$ cat config.mk
export PLATFORM = sky130hd
export DESIGN_NAME = eq_band_gain_ctrl
export DESIGN_NICKNAME = d
export VERILOG_FILES = /design/src/rtl/eq_band_gain_ctrl.sv
export SDC_FILE = /design/constraint.sdc
export NUM_CORES = 1
export LEC_CHECK = 0
export CORE_ASPECT_RATIO = 2
export CORE_MARGIN = 4
export CORE_UTILIZATION = 47
export CTS_CLUSTER_SIZE = 10
export DETAILED_ROUTE_END_ITERATION = 12
export PLACE_DENSITY = 0.71
export SYNTH_ARGS = -nofsm -noshare
export SYNTH_HDL_FRONTEND = slang
export SYNTH_SLANG_ARGS = --single-unit
$ cat constraint.sdc
create_clock -name clk -period 2.3 [get_ports clk]
set_input_delay 0.23 -clock clk [delete_from_list [all_inputs] [get_ports clk]]
set_output_delay 0.23 -clock clk [all_outputs]
set_load 0.01 [all_outputs]
$ cat src/rtl/eq_band_gain_ctrl.sv
// Click-free gain/enable sequencer for the 8-band equalizer coefficient ports.
// Host writes shadow targets; a commit ramps active gains 1 LSB per sample tick.
module eq_band_gain_ctrl #(
   parameter int                   NUM_BANDS  = 8,
   parameter int                   GAIN_W     = 3,
   parameter logic [GAIN_W-1:0]    RESET_GAIN = 'd1,
   parameter logic [NUM_BANDS-1:0] RESET_ENA  = {NUM_BANDS{1'b1}}
) (
   input  logic                          clk,
   input  logic                          rst_n,
   input  logic                          sample_tick,
   input  logic                          cfg_valid,
   output logic                          cfg_ready,
   input  logic [2:0]                    cfg_band,
   input  logic [GAIN_W-1:0]             cfg_gain,
   input  logic                          cfg_ena,
   input  logic                          commit,
   output logic                          busy,
   output logic                          done,
   output logic [NUM_BANDS-1:0]          ena_out,
   output logic [NUM_BANDS*GAIN_W-1:0]   amp_coef_out
);

   typedef enum logic [1:0] {
      S_IDLE,
      S_WAIT,
      S_RAMP
   } state_e;

   typedef logic [NUM_BANDS-1:0][GAIN_W-1:0] gains_t;

   state_e               state_q, state_d;
   gains_t               sh_gain_q, sh_gain_d;
   logic [NUM_BANDS-1:0] sh_ena_q, sh_ena_d;
   gains_t               gain_q, gain_d;
   logic [NUM_BANDS-1:0] ena_q, ena_d;
   logic                 done_q, done_d;

   gains_t               tgt_gain;
   gains_t               gain_step;
   logic [NUM_BANDS-1:0] ena_step;
   logic                 need_step;
   logic                 wr;

   assign cfg_ready    = (state_q == S_IDLE);
   assign busy         = (state_q != S_IDLE);
   assign done         = done_q;
   assign ena_out      = ena_q;
   assign amp_coef_out = gain_q;
   assign wr           = cfg_valid & cfg_ready;

   always_comb begin
      sh_gain_d = sh_gain_q;
      sh_ena_d  = sh_ena_q;
      if (wr) begin
         sh_gain_d[cfg_band] = cfg_gain;
         sh_ena_d[cfg_band]  = cfg_ena;
      end
   end

   // A disabled target ramps to zero before its enable is dropped.
   always_comb begin
      tgt_gain = '0;
      for (int b = 0; b < NUM_BANDS; b++) begin
         tgt_gain[b] = sh_ena_q[b] ? sh_gain_q[b] : '0;
      end
   end

   always_comb begin
      gain_step = gain_q;
      ena_step  = ena_q;
      need_step = 1'b0;
      for (int b = 0; b < NUM_BANDS; b++) begin
         if (sh_ena_q[b] && !ena_q[b]) begin
            ena_step[b] = 1'b1;
            need_step   = 1'b1;
         end else if (gain_q[b] < tgt_gain[b]) begin
            gain_step[b] = gain_q[b] + 1'b1;
            need_step    = 1'b1;
         end else if (gain_q[b] > tgt_gain[b]) begin
            gain_step[b] = gain_q[b] - 1'b1;
            need_step    = 1'b1;
         end else if (!sh_ena_q[b] && ena_q[b]) begin
            ena_step[b] = 1'b0;
            need_step   = 1'b1;
         end
      end
   end

   always_comb begin
      state_d = state_q;
      gain_d  = gain_q;
      ena_d   = ena_q;
      done_d  = 1'b0;
      unique case (state_q)
         S_IDLE: begin
            if (commit) state_d = S_WAIT;
         end
         S_WAIT: begin
            if (sample_tick) state_d = S_RAMP;
         end
         S_RAMP: begin
            if (sample_tick) begin
               if (need_step) begin
                  gain_d = gain_step;
                  ena_d  = ena_step;
               end else begin
                  state_d = S_IDLE;
                  done_d  = 1'b1;
               end
            end
         end
         default: state_d = S_IDLE;
      endcase
   end

   always_ff @(posedge clk or negedge rst_n) begin
      if (!rst_n) begin
         state_q   <= S_IDLE;
         sh_gain_q <= {NUM_BANDS{RESET_GAIN}};
         sh_ena_q  <= RESET_ENA;
         gain_q    <= {NUM_BANDS{RESET_GAIN}};
         ena_q     <= RESET_ENA;
         done_q    <= 1'b0;
      end else begin
         state_q   <= state_d;
         sh_gain_q <= sh_gain_d;
         sh_ena_q  <= sh_ena_d;
         gain_q    <= gain_d;
         ena_q     <= ena_d;
         done_q    <= done_d;
      end
   end

endmodule

==> results.ini <==
[yosys]
synthArstFlopShare=1.00
ys_top_cells_by_area=dfrtp_1, dfstp_2, ha_1
ys_ff_latch=67
ys_seq_area_frac=0.428
synth.distinct_cells=40
syn_nets=419
synth_area_mm2=0.00401
postSynthCellCount=359
ys.flop_type=dfrtp_1
yosys_warnings=0
synth_common_cells=ha_1, mux2_2, dfrtp_1
yosysMostFrequentCell=ha_1
syn_area_per_cell_um2=11.2
synth.top_cell.area_share=0.219
synth_edf_count=0
yosysTopAreaCell=dfrtp_1

[clock_tree]
cts.clk_slew.worst_paths_ns=0.05
insertion_delay_ns=0.33
cts_tree=yes
ctsRootBufferMaster=clkbuf_16
clock_path_buffers=2
cts_buffers=9
clock-sinks=67
ctsHtreeMaxLevel=3

[grt]
grt_pass1_wl_um=14600
grt_pass1_vias=3092
grt-ovfl-total=0
antenna_found_initial=0
track_usage=0.188
grt_start_max_net_pins=68

[setup_path]
cp.required_ns=2.54
r2r_setup_slack_ns=-0.15
end_kind=flip-flop
path_max_fanout=4
r2r_start=ena_out[2]$_DFFE_PN1P_
r2r_end=ena_out[2]$_DFFE_PN1P_
critPathArrivalTime_ns=2.69
r2r_cells=9
start_kind=flip-flop
crit_type=reg -> reg

[detailed_routing]
met1_length_um=3510
post_drt_via_cell_ratio=5.34
first_pass_iters=4
postRouteAntennaNets=0
drtIter0Drc=116
vias=2961
post_drt_wl_per_cell_um=16.5
top_layer=met4
wl_met2_um=5120
wirelength_um=9130
wl_met3_um=257
drc=0

[sta]
max_slew_margin=0.614
finalHoldViolations=0
clock_skew_ns=0.00677
grt_setup_unrepaired=yes
max_clock_freq_mhz=407
finalCriticalPeriod_ns=2.45
worstMarginPinSlew_ns=0.577
setup_viol=9
slew_violations=0
fin_setup_tns_ns=-1.04
finalCritPeriodShare=1.07
fin_ws_ns=-0.155

[floorplanning]
die_h_um=139
fp.dieW_um=73.3
pin_count=47
die_area_mm2=0.0102
row_count=47
initial_utilization=0.483
core_mm2=0.00829

[place]
pre_cts_slack_ns=-0.165
port_buffers=46
hpwl_um=6630
gp_congestion=0.826
placed_cell_area_mm2=0.00480

[hold_path]
hp-class=in -> async

[cells_and_area]
n_antenna_cell=0
area_growth_pct=32.8
fillCellCount=659
final_cell_area_mm2=0.00532
nets=511
final_layout_size_suffix_gt1_frac=0.340

[job]
drv_cap=0

[power]
powerDensity_mw_per_mm2=1610
p_leak_nw=2.27
ir_drop_v=0.000748

[status]
status=complete, but fails checks
failed_checks=negative setup slack

-- placed cells by master (no fill, tap or decap), types with 3 or more instances in the layout --
cell             instances
ha_4                     8
clkdlybuf4s50_1         45
nand4_1                  6
inv_2                    4
nand2_1                 29
xnor2_1                 16
xor2_1                   8
fa_1                     3
ha_2                     3
a21oi_1                  3
mux2_2                  38
nor2_1                  23
dfrtp_1                 35
nand3_1                  4
inv_1                   26
ha_1                    29
and2_1                   8
and3_1                   3
fa_2                     5
dfstp_2                 32
nor4_4                   3
buf_4                   36
o21ai_1                  4
nor2b_1                 10
or3_1                    4
clkbuf_16                9
clkbuf_1                 7
nand2b_1                10
o21ai_0                  6
-- state kept, by name (all words and copies together), names as in the netlist --
| register | flops |
|---|---|
| state_q | 2 |
| ena_out | 8 |
| sh_gain_q | 24 |
| sh_ena_q | 8 |
| done | 1 |
| amp_coef_out | 24 |
-- power breakdown --
part	internal, mW	switching (mW)	total, mW
Combinational	2.68	2.20	4.87
Clock	0.732	0.470	1.20
Sequential	1.98	0.504	2.48
Total	5.39	3.17	8.56
-- worst max-delay path: stages, from the launching register on --
cell and delay, ns:
dfstp_2 0.53, inv_2 0.05, ha_4 0.17, nor4_4 0.33
nand4_1 0.13, or3_4 0.40, nor4_4 0.35, or2_1 0.19
buf_6 0.13, o32ai_2 0.08
-- final cells by class --
cell class,instances,area (µm²),share of cell area
well taps,98,123,0.0230
clock buffers,16,251,0.0473
inverters,30,113,0.0212
flip-flops and latches,67,1720,0.323
multi-input cells,258,2350,0.442
repair buffers,85,767,0.144
-- through the flow --
stage	utilization	total power, mW	cells	hold WS [ns]
floorplan	-	5.11	359	-0.0656
global placement	0.579	6.57	528	0.280
detailed placement	0.579	6.79	528	0.278
CTS	0.623	8.22	548	0.457
global route	0.642	9.24	554	0.492
finish	0.642	8.56	554	0.433
-- worst max path at each step --
stage | to | from | slack, ns
after global placement | ena_out[2]$_DFFE_PN1P_ | sh_ena_q[1]$_DFFE_PN1P_ | -0.15
after floorplan | ena_out[2]$_DFFE_PN1P_ | ena_out[1]$_DFFE_PN1P_ | 0.009
after detailed placement | ena_out[7]$_DFFE_PN1P_ | sh_ena_q[1]$_DFFE_PN1P_ | -0.16
final | ena_out[2]$_DFFE_PN1P_ | ena_out[2]$_DFFE_PN1P_ | -0.15
after CTS | ena_out[7]$_DFFE_PN1P_ | sh_ena_q[2]$_DFFE_PN1P_ | -0.13
after global routing | ena_out[2]$_DFFE_PN1P_ | sh_ena_q[4]$_DFFE_PN1P_ | -0.24
-- metal layers --
layer | GRT usage | up-vias
met4 | 0.0850 | 0
met3 | 0.0334 | 21
met2 | 0.337 | 61
met5 | 0 | -
li1 | - | 1416
met1 | 0.207 | 1463
-- cell families (layout without fill, tap and decap cells) --
| logic type | count (synthesis) | after routing | share of synthesized area |
|---|---|---|---|
| AOI/OAI and AO/OA | 29 | 29 | 0.0481 |
| xor gates and xnor gates | 24 | 24 | 0.0525 |
| adders and majority gates | 48 | 48 | 0.165 |
| buffers and inverters | 34 | 131 | 0.0337 |
| DFF | 67 | 67 | 0.428 |
| muxes | 38 | 38 | 0.107 |
| and+or+nand+nor | 119 | 119 | 0.166 |
-- what timing repair did --
action | in CTS | in global routing
setup endpoints to repair | 10 | 18
resized for setup | 18 | 21
endpoints found under the hold margin | 35 | 0
pin swaps | 9 | 12
setup buffers | 3 | 6
hold buffers | 1 | 0
Note: power is estimated with default switching activity, not from simulation.
